### config.mk
export PLATFORM = sky130hd
export DESIGN_NAME = oram_requester
export DESIGN_NICKNAME = d
export VERILOG_FILES = /design/src/rtl/oram_requester.sv
export SDC_FILE = /design/constraint.sdc
export NUM_CORES = 1
export LEC_CHECK = 0
export ABC_AREA = 1
export BUFFER_PORTS_ARGS = -buffer_cell sky130_fd_sc_hd__buf_4
export CAP_MARGIN = 20
export CORE_MARGIN = 4
export CORE_UTILIZATION = 50
export CTS_BUF_LIST = sky130_fd_sc_hd__clkbuf_8 sky130_fd_sc_hd__clkbuf_16
export DETAILED_ROUTE_END_ITERATION = 6
export HOLD_SLACK_MARGIN = 0.12
export PLACE_DENSITY = 0.68
export SYNTH_ARGS = -nofsm -noshare
export SYNTH_HDL_FRONTEND = slang
export SYNTH_SLANG_ARGS = --single-unit
### constraint.sdc
create_clock -name clk -period 2.62 [get_ports clk]
set_input_delay 0.393 -clock clk [delete_from_list [all_inputs] [get_ports clk]]
set_output_delay 0.393 -clock clk [all_outputs]
set_load 0.02 [all_outputs]
### src/rtl/oram_requester.sv
// Host-side requester for an ORAM: queues read/write commands in a FIFO and issues them
// one at a time, with a bounded wait and a timeout error response.
module oram_requester #(
  parameter int unsigned D       = 4,
  parameter int unsigned A       = 1,
  parameter int unsigned DEPTH   = 4,
  parameter int unsigned TIMEOUT = 64
) (
  input  logic             clk,
  input  logic             rst,
  input  logic             cmd_valid,
  output logic             cmd_ready,
  input  logic             cmd_rw,
  input  logic [D-1:0]     cmd_addr,
  input  logic [8*A-1:0]   cmd_wdata,
  output logic             rsp_valid,
  input  logic             rsp_ready,
  output logic             rsp_rw,
  output logic [8*A-1:0]   rsp_rdata,
  output logic             rsp_err,
  output logic [D-1:0]     rw_block_number,
  output logic [8*A-1:0]   w_value,
  output logic             rw_indicator,
  output logic             input_ready,
  input  logic [8*A-1:0]   r_value,
  input  logic             output_ready,
  output logic [15:0]      ops_done,
  output logic [7:0]       timeout_count
);
  localparam int unsigned W  = 8 * A;
  localparam int unsigned EW = 1 + D + W;
  localparam int unsigned PW = (DEPTH > 1) ? $clog2(DEPTH) : 1;
  localparam int unsigned CW = $clog2(DEPTH + 1);
  localparam int unsigned TW = $clog2(TIMEOUT + 1);

  typedef enum logic [1:0] {StIdle, StIssue, StWait, StResp} state_e;

  // Command FIFO: entries packed as {rw, addr, wdata}
  logic [EW-1:0] mem_q [DEPTH];
  logic [PW-1:0] wr_ptr_q, rd_ptr_q;
  logic [CW-1:0] count_q;
  logic          push, pop, full, empty;
  logic [EW-1:0] head;

  assign full      = (count_q == CW'(DEPTH));
  assign empty     = (count_q == '0);
  assign cmd_ready = ~full;
  assign push      = cmd_valid & ~full;
  assign head      = mem_q[rd_ptr_q];

  always_ff @(posedge clk) begin
    if (push) mem_q[wr_ptr_q] <= {cmd_rw, cmd_addr, cmd_wdata};
  end

  always_ff @(posedge clk or posedge rst) begin
    if (rst) begin
      wr_ptr_q <= '0;
      rd_ptr_q <= '0;
      count_q  <= '0;
    end else begin
      if (push) wr_ptr_q <= wr_ptr_q + PW'(1);
      if (pop)  rd_ptr_q <= rd_ptr_q + PW'(1);
      count_q <= count_q + CW'(push) - CW'(pop);
    end
  end

  state_e        state_q, state_d;
  logic [TW-1:0] wait_cnt_q, wait_cnt_d;
  logic          input_ready_q, input_ready_d;
  logic [D-1:0]  rw_block_number_q, rw_block_number_d;
  logic [W-1:0]  w_value_q, w_value_d;
  logic          rw_indicator_q, rw_indicator_d;
  logic          rsp_valid_q, rsp_valid_d;
  logic          rsp_rw_q, rsp_rw_d;
  logic [W-1:0]  rsp_rdata_q, rsp_rdata_d;
  logic          rsp_err_q, rsp_err_d;
  logic [15:0]   ops_done_q, ops_done_d;
  logic [7:0]    timeout_count_q, timeout_count_d;

  always_ff @(posedge clk or posedge rst) begin
    if (rst) begin
      state_q           <= StIdle;
      wait_cnt_q        <= '0;
      input_ready_q     <= 1'b0;
      rw_block_number_q <= '0;
      w_value_q         <= '0;
      rw_indicator_q    <= 1'b0;
      rsp_valid_q       <= 1'b0;
      rsp_rw_q          <= 1'b0;
      rsp_rdata_q       <= '0;
      rsp_err_q         <= 1'b0;
      ops_done_q        <= '0;
      timeout_count_q   <= '0;
    end else begin
      state_q           <= state_d;
      wait_cnt_q        <= wait_cnt_d;
      input_ready_q     <= input_ready_d;
      rw_block_number_q <= rw_block_number_d;
      w_value_q         <= w_value_d;
      rw_indicator_q    <= rw_indicator_d;
      rsp_valid_q       <= rsp_valid_d;
      rsp_rw_q          <= rsp_rw_d;
      rsp_rdata_q       <= rsp_rdata_d;
      rsp_err_q         <= rsp_err_d;
      ops_done_q        <= ops_done_d;
      timeout_count_q   <= timeout_count_d;
    end
  end

  always_comb begin
    state_d           = state_q;
    wait_cnt_d        = wait_cnt_q;
    pop               = 1'b0;
    input_ready_d     = 1'b0;
    rw_block_number_d = rw_block_number_q;
    w_value_d         = w_value_q;
    rw_indicator_d    = rw_indicator_q;
    rsp_valid_d       = rsp_valid_q;
    rsp_rw_d          = rsp_rw_q;
    rsp_rdata_d       = rsp_rdata_q;
    rsp_err_d         = rsp_err_q;
    ops_done_d        = ops_done_q;
    timeout_count_d   = timeout_count_q;
    unique case (state_q)
      StIdle: begin
        if (!empty) begin
          pop               = 1'b1;
          rw_indicator_d    = head[EW-1];
          rw_block_number_d = head[W +: D];
          w_value_d         = head[W-1:0];
          input_ready_d     = 1'b1;
          state_d           = StIssue;
        end
      end
      StIssue: begin
        wait_cnt_d = '0;
        state_d    = StWait;
      end
      StWait: begin
        // A response on the expiry cycle takes priority over the timeout
        if (output_ready) begin
          rsp_valid_d = 1'b1;
          rsp_rw_d    = rw_indicator_q;
          rsp_rdata_d = rw_indicator_q ? '0 : r_value;
          rsp_err_d   = 1'b0;
          state_d     = StResp;
        end else if (wait_cnt_q == TW'(TIMEOUT - 1)) begin
          rsp_valid_d = 1'b1;
          rsp_rw_d    = rw_indicator_q;
          rsp_rdata_d = '0;
          rsp_err_d   = 1'b1;
          state_d     = StResp;
        end else begin
          wait_cnt_d = wait_cnt_q + TW'(1);
        end
      end
      StResp: begin
        if (rsp_ready) begin
          rsp_valid_d = 1'b0;
          state_d     = StIdle;
          if (ops_done_q != 16'hFFFF) ops_done_d = ops_done_q + 16'd1;
          if (rsp_err_q && (timeout_count_q != 8'hFF)) timeout_count_d = timeout_count_q + 8'd1;
        end
      end
      default: state_d = StIdle;
    endcase
  end

  assign input_ready     = input_ready_q;
  assign rw_block_number = rw_block_number_q;
  assign w_value         = w_value_q;
  assign rw_indicator    = rw_indicator_q;
  assign rsp_valid       = rsp_valid_q;
  assign rsp_rw          = rsp_rw_q;
  assign rsp_rdata       = rsp_rdata_q;
  assign rsp_err         = rsp_err_q;
  assign ops_done        = ops_done_q;
  assign timeout_count   = timeout_count_q;

endmodule
==> results of run 1 <==
==> timing repair <==
item / 4_1_cts / 5_1_grt
endpoints found under the hold margin: 81 / 0
resized for setup: 0 / 0
hold buffers: 23 / 0
setup endpoints to repair: 0 / 0
==> cell families after synthesis <==
| group | Yosys count | share of synthesized area |
|---|---|---|
| and+or+nand+nor | 279 | 0.224 |
| DFF | 117 | 0.611 |
| AOI/OAI and AO/OA | 54 | 0.0554 |
| buffers and inverters | 53 | 0.0429 |
| xor gates and xnor gates | 19 | 0.0319 |
| adders and majority gates | 14 | 0.0350 |
==> per-layer routing <==
| metal | up-vias | global-route usage | part of all wire |
|---|---|---|---|
| li1 | 1977 | - | - |
| met1 | 1835 | 0.237 | 0.42 |
| met2 | 91 | 0.344 | 0.52 |
| met4 | 0 | 0.0853 | 0.012 |
| met5 | - | 0 | 0 |
| met3 | 8 | 0.0588 | 0.047 |
==> placed cells by master, fill, tap and decap left out, types with 3 or more instances in the layout <==
| cell | n |
|---|---|
| sky130_fd_sc_hd__nor2_1 | 91 |
| sky130_fd_sc_hd__buf_4 | 85 |
| sky130_fd_sc_hd__dfrtp_1 | 65 |
| sky130_fd_sc_hd__a31oi_1 | 12 |
| sky130_fd_sc_hd__nand3_1 | 24 |
| sky130_fd_sc_hd__clkbuf_16 | 16 |
| sky130_fd_sc_hd__ha_1 | 13 |
| sky130_fd_sc_hd__nand2_1 | 140 |
| sky130_fd_sc_hd__nand3b_1 | 3 |
| sky130_fd_sc_hd__bufinv_16 | 5 |
| sky130_fd_sc_hd__nand4_1 | 6 |
| sky130_fd_sc_hd__o21ai_0 | 38 |
| sky130_fd_sc_hd__xor2_1 | 9 |
| sky130_fd_sc_hd__inv_1 | 40 |
| sky130_fd_sc_hd__xnor2_1 | 10 |
| sky130_fd_sc_hd__edfxtp_1 | 52 |
| sky130_fd_sc_hd__dlygate4sd3_1 | 23 |
| sky130_fd_sc_hd__nor3_1 | 3 |
==> path summary, 6_finish.rpt <==
path | from | end | slack (ns) | cells past startpoint
worst min register to register | rsp_rdata[4] | rsp_rdata[4] | 0.48 | 2
worst max register to register | state_q[0] | count_q[2] | 0.71 | 9
min in group asynchronous | rst | wait_cnt_q[3] | 0.46 | 3
max in group asynchronous | rst | timeout_count[7] | 1.44 | 4
worst min-delay path | cmd_valid | count_q[0] | 0.26 | 4
worst max-delay path | state_q[0] | count_q[2] | 0.71 | 9
==> worst min-delay path, cell delays in order <==
cell	delay (ns)
sky130_fd_sc_hd__buf_4	0.09
sky130_fd_sc_hd__nand3_1	0.06
sky130_fd_sc_hd__nand2_1	0.06
sky130_fd_sc_hd__ha_1	0.12
==> through the flow <==
| stage | util | worst slack (ns) | instance area, um2 |
|---|---|---|---|
| final | 0.665 | 0.714 | 6800 |
| after global routing | 0.665 | 0.545 | 6800 |
| after CTS | 0.665 | 0.691 | 6800 |
| after detailed placement | 0.582 | 0.713 | 5950 |
| after global placement | 0.582 | 0.799 | 5950 |
| after floorplan | - | 0.601 | 5220 |
==> power breakdown <==
group | internal, uW | leakage (uW) | switching, uW
Clock | 1640 | 0.000308 | 754
Sequential | 2440 | 0.00130 | 282
Combinational | 906 | 0.00150 | 1550
Total | 4990 | 0.00311 | 2580
==> sequential cells by signal (all words and copies together) (netlist names) <==
name and cells:
mem_q 52, rsp_valid 1, state_q 2, rsp_rw 1
rd_ptr_q 2, count_q 3, w_value 8, rsp_rdata 8
rw_indicator 1, rw_block_number 4, wait_cnt_q 7, input_ready 1
ops_done 16, rsp_err 1, timeout_count 8, wr_ptr_q 2
==> layout make-up <==
| class | count | area (um2) |
|---|---|---|
| Fill cell | 800 | 3430 |
| Sequential cell | 117 | 3190 |
| Multi-Input combinational cell | 366 | 1810 |
| Timing Repair Buffer | 108 | 868 |
| Clock buffer | 18 | 428 |
| Clock inverter | 13 | 190 |
| Tap cell | 136 | 170 |
| Inverter | 39 | 146 |
==> impl_metrics.json, run 1 <==
{
  "status": "completed",
  "die_w_um": 110,
  "clock-root-buffer": "sky130_fd_sc_hd__clkbuf_8",
  "final-setup-viol-count": 0,
  "core_area_um2": 10200,
  "synth_edf_count": 52,
  "setup_repair_after_global_routing_missed_its_margin": "false",
  "grt_remaining_overflow": 0,
  "critical_path_arrival_ns": 2.28,
  "synth.largest_area_cell": "sky130_fd_sc_hd__dfrtp_1",
  "yosysUniqueCellTypes": 29,
  "timing.final.crit_period_ns": 1.91,
  "cap_violations": 0,
  "post_cts_buffers": 0,
  "cts_htree_levels": 4,
  "worst-path-max-fanout": 4,
  "slew_violations": 0,
  "grt_start_max_net_pins": 29,
  "netlist_area_um2": 5220,
  "min_period_over_period": 0.728,
  "number_of_failing_hold_endpoints_at_the_final_stage": 0,
  "vdd_ir_drop_max_mv": 0.745,
  "power_per_cell_area_nw_per_um2": 1110,
  "clk_pin_slew_worst_paths_ns": 0.05,
  "antenna_violating_nets_post_route": 0,
  "chipHeight_um": 110,
  "criticalPathCategory": "reg2reg",
  "number_of_global_route_vias_before_repair": 3953,
  "clock_sink_count": 117,
  "drtIter0Drc": 190,
  "syn-num-nets": 576,
  "syn-mean-instance-area_um2": 9.74,
  "detail_route.wirelength_um": 11300,
  "die_footprint_um2": 12100,
  "drc_errors": 0,
  "dominantRegCellSynth": "sky130_fd_sc_hd__dfrtp_1",
  "timing.setup.tns_ns": 0,
  "timing.critical_path.buf_inv": 2,
  "insertion_delay_ns": 0.50,
  "post-synth-top-count-cell": "sky130_fd_sc_hd__nand2_1",
  "cp_common_cell": "sky130_fd_sc_hd__nand2_1",
  "fin_skew_ns": 0.0139,
  "initial_utilization": 0.510,
  "route.vias.total": 3911,
  "numCtsBuffers": 17,
  "gate_count_after_technology_mapping": 536,
  "finalNetCount": 689,
  "crit_required_ns": 3.00,
  "area_delta_synth_final_pct": 30.2,
  "crit_path_max_incr_delay_ns": 0.40,
  "worst_slew_margin_rel": 0.619,
  "synthesis.yosys.warnings": 0,
  "place.detailed.hpwl_um": 7650,
  "core.rowCount": 37,
  "grt_first_pass_wirelength_um": 18600,
  "path_cells": "inv_1, ha_1, nand2_1, inv_1, nand2_1, nand2_1, ha_1, fa_1, xor2_1",
  "synth.ff_latch_count": 117,
  "yosys-top-cells-area": "sky130_fd_sc_hd__dfrtp_1, sky130_fd_sc_hd__edfxtp_1, sky130_fd_sc_hd__nand2_1",
  "drt-vias-per-instance": 4.91,
  "synth-seq-area-share": 0.611,
  "cpLargestDelayFamily": "adder cells",
  "grt.total_usage": 0.202,
  "cpMaxStageDelayCell": "sky130_fd_sc_hd__dfrtp_1",
  "fmax_ghz": 0.525,
  "hold_path_class": "in2reg",
  "number_of_cells_in_the_design_after_placement": 743,
  "stdcell_count": 797,
  "worst_setup_path_end_kind": "register",
  "number_of_antenna_violations_at_the_first_check_in_global_routing": 0,
  "top_cells_by_count_synth": "sky130_fd_sc_hd__nand2_1, sky130_fd_sc_hd__nor2_1, sky130_fd_sc_hd__dfrtp_1, sky130_fd_sc_hd__edfxtp_1",
  "route.detailed.wl_per_inst_um": 14.1,
  "routabilityCongestion": 0.885,
  "cts.path.max_buffers": 2,
  "timing.hold.ws_ns": 0.257,
  "p_leak_uw": 0.00311,
  "post-layout-total-power_uw": 7570,
  "cts_tree": "built",
  "numPortBuffers": 75,
  "first_pass_iters": 4,
  "critical_path.startpoint_type": "register",
  "synth_largest_type_area_fraction": 0.312,
  "drive_gt1_frac": 0.188,
  "num_antenna_cells": 0,
  "pin_count": 76,
  "worst-slew-pin-transition_ns": 0.571,
  "ys_async_sr_fraction": 0.556
}
(Power assumes the default switching activity.)
==> run 2, diff against run 1 <==
--- a/config.mk
+++ b/config.mk
@@ -13,7 +13,7 @@
 export CTS_BUF_LIST = sky130_fd_sc_hd__clkbuf_8 sky130_fd_sc_hd__clkbuf_16
 export DETAILED_ROUTE_END_ITERATION = 6
 export HOLD_SLACK_MARGIN = 0.12
-export PLACE_DENSITY = 0.68
+export PLACE_DENSITY = 0.71
 export SYNTH_ARGS = -nofsm -noshare
 export SYNTH_HDL_FRONTEND = slang
 export SYNTH_SLANG_ARGS = --single-unit
==> constraint.sdc (replaced) <==
create_clock -name clk -period 1.7 [get_ports clk]
set_input_delay 0.255 -clock clk [delete_from_list [all_inputs] [get_ports clk]]
set_output_delay 0.255 -clock clk [all_outputs]
set_load 0.02 [all_outputs]
==> run 2 against run 1 <==
  * Power up 59%
  * Highest routed layer unchanged
  * First-iteration DRC count up 42%
  * Routed wire length up 4.4%
==> impl_metrics.json, run 2 (synthesis results as in run 1) <==
{
  "insertion_delay_ns": 0.52,
  "route.vias.total": 4099,
  "wl_met2_um": 6280,
  "largest-register": "mem_q",
  "status": "completed",
  "drive_gt1_frac": 0.244,
  "routedLengthMet1_um": 4880,
  "critical_path_arrival_ns": 2.04,
  "crit_required_ns": 2.08,
  "first_pass_iters": 6,
  "cpMaxStageDelayCell": "sky130_fd_sc_hd__dfrtp_1",
  "chipHeight_um": 110,
  "numPortBuffers": 75,
  "timing.critical_path.from": "count_q[1]",
  "power_per_cell_area_nw_per_um2": 1720,
  "clk_pin_slew_worst_paths_ns": 0.06,
  "comb_power_share": 0.353,
  "die_footprint_um2": 12100,
  "final-setup-viol-count": 0,
  "core_area_um2": 10200,
  "num_antenna_cells": 0,
  "clkPwrFrac": 0.301,
  "die_w_um": 110,
  "min_period_over_period": 0.975,
  "drc_errors": 0,
  "fin_area_um2": 7030,
  "numCtsBuffers": 17,
  "slew_violations": 0,
  "clock_sink_count": 117,
  "dr.max_layer_used": "met4",
  "grt_first_pass_wirelength_um": 19100,
  "timing.final.crit_period_ns": 1.66,
  "cts_htree_levels": 4,
  "initial_utilization": 0.510,
  "worst-path-max-fanout": 3,
  "fillerInstances": 761,
  "layout.core_utilization": 0.687,
  "fin_skew_ns": 0.0130,
  "layout.area.seq_um2": 3190,
  "largest_register_ffs": 52,
  "cell_internal_pwr_uw": 7620,
  "clock-root-buffer": "sky130_fd_sc_hd__clkbuf_8",
  "core.rowCount": 37,
  "grt_remaining_overflow": 0,
  "fmax_ghz": 0.604,
  "mostFrequentLayoutCell": "sky130_fd_sc_hd__nand2_1",
  "instance_area_after_placement_um2": 6100,
  "layout.cells.most_common_list": "sky130_fd_sc_hd__nand2_1, sky130_fd_sc_hd__buf_4, sky130_fd_sc_hd__nor2_1, sky130_fd_sc_hd__dfrtp_1, sky130_fd_sc_hd__edfxtp_1",
  "cts_tree": "built",
  "finalNetCount": 707,
  "place.detailed.hpwl_um": 7300,
  "multi_input_area_um2": 1870,
  "hp-start": "cmd_valid",
  "vdd_ir_drop_max_mv": 0.984,
  "detail_route.wirelength_um": 11800,
  "sequentialPowerShare": 0.347,
  "worst_r2r_startpoint": "count_q[1]",
  "number_of_antenna_violations_at_the_first_check_in_global_routing": 0,
  "switching_power_uw": 4440,
  "post-layout-total-power_uw": 12100,
  "cap_violations": 0,
  "grt_start_max_net_pins": 66,
  "wl_met3_um": 484,
  "criticalPathCategory": "reg2reg",
  "critical_path.startpoint_type": "register",
  "antenna_violating_nets_post_route": 0,
  "routabilityCongestion": 0.826,
  "cp_common_cell": "sky130_fd_sc_hd__nand2_2",
  "crit_path_max_incr_delay_ns": 0.38,
  "number_of_failing_hold_endpoints_at_the_final_stage": 0,
  "route.detailed.wl_per_inst_um": 14.4,
  "p_leak_uw": 0.00319,
  "worst-slew-pin-transition_ns": 0.395,
  "area_delta_synth_final_pct": 34.6,
  "hold_path_class": "in2reg",
  "worst_slew_margin_rel": 0.736,
  "switching_part_of_the_total": 0.368,
  "drtIter0Drc": 270,
  "grt.total_usage": 0.205,
  "number_of_global_route_vias_before_repair": 3982,
  "drt-vias-per-instance": 5.02,
  "path_cells": "inv_2, buf_4, nand3_4, nand2_2, nand2_2, nand2_2, ha_2, fa_2, xor2_1",
  "pin_count": 76,
  "setup_repair_after_global_routing_missed_its_margin": "true",
  "cts.path.max_buffers": 2,
  "worst_setup_path_end_kind": "register"
}
## run 2: cell count changes in the layout (fill, tap and decap cells not counted), moves of 2 or more
cell,change
sky130_fd_sc_hd__inv_6,+3
sky130_fd_sc_hd__buf_4,+14
sky130_fd_sc_hd__bufinv_16,-3
sky130_fd_sc_hd__ha_2,+3
sky130_fd_sc_hd__inv_8,+6
sky130_fd_sc_hd__nand3_1,-2
sky130_fd_sc_hd__inv_2,+5
sky130_fd_sc_hd__nand3_4,+2
sky130_fd_sc_hd__nand2_1,-6
sky130_fd_sc_hd__buf_12,+4
sky130_fd_sc_hd__clkinv_4,+3
sky130_fd_sc_hd__inv_1,-9
sky130_fd_sc_hd__nand2_2,+6
sky130_fd_sc_hd__ha_1,-3
## run 2: critical path: cells and delay by family (launching register included)
family	cells	cell delay, ns
adders and majority gates	2	0.50
buffers and inverters	2	0.20
xor gates and xnor gates	1	0.17
DFF	1	0.38
and+or+nand+nor	4	0.29
## run 2: layout make-up
| type | count | share of cell area |
|---|---|---|
| tap | 136 | 0.0242 |
| sequential | 117 | 0.454 |
| clock inverter | 15 | 0.0263 |
| inverter | 39 | 0.0214 |
| clock buffer | 17 | 0.0589 |
| multi-input combinational | 366 | 0.266 |
| timing repair buffer | 126 | 0.150 |
## run 2: power by group through the flow
stage | Combinational, uW | Sequential, uW | Clock, uW
5_1_grt | 4770 | 4260 | 3820
2_1_floorplan | 2070 | 4620 | 0
3_5_place_dp | 4000 | 4230 | 0
6_report | 4250 | 4180 | 3620
4_1_cts | 4190 | 4180 | 3670
3_3_place_gp | 3860 | 4200 | 0
## run 2: per-layer routing
layer | track usage | vias to the layer above
met1 | 0.245 | 1974
met5 | 0 | -
li1 | - | 2027
met2 | 0.367 | 87
met4 | 0.0677 | 0
met3 | 0.0448 | 11
## run 2: timing repair
item / CTS / global route
resized for setup: 5 / 10
endpoints found under the hold margin: 126 / 0
hold buffers: 23 / 0
setup endpoints to repair: 2 / 27
pin swaps: 1 / 1
setup buffers: 5 / 2
## run 2: through the flow
step | TNS (ns) | setup slack (ns) | std cells | hold WS, ns
after global routing | -0.00870 | -0.00870 | 816 | 0.169
after global placement | 0 | 0.0263 | 754 | 0.385
after detailed placement | -0.0796 | -0.0743 | 754 | 0.387
after floorplan | -0.105 | -0.105 | 536 | 0.354
final | 0 | 0.0432 | 816 | 0.166
after CTS | 0 | 0.0180 | 814 | 0.143
## run 2: path summary, 6_finish.rpt
path,endpoint,slack (ns),depth (start not counted)
worst max-delay path,count_q[2],0.04,9
worst min-delay path,count_q[0],0.17,4
worst max register to register,count_q[2],0.04,9
worst min register to register,rsp_rdata[4],0.48,2
max in group asynchronous,count_q[2],1.01,4
min in group asynchronous,rsp_rdata[4],0.37,4
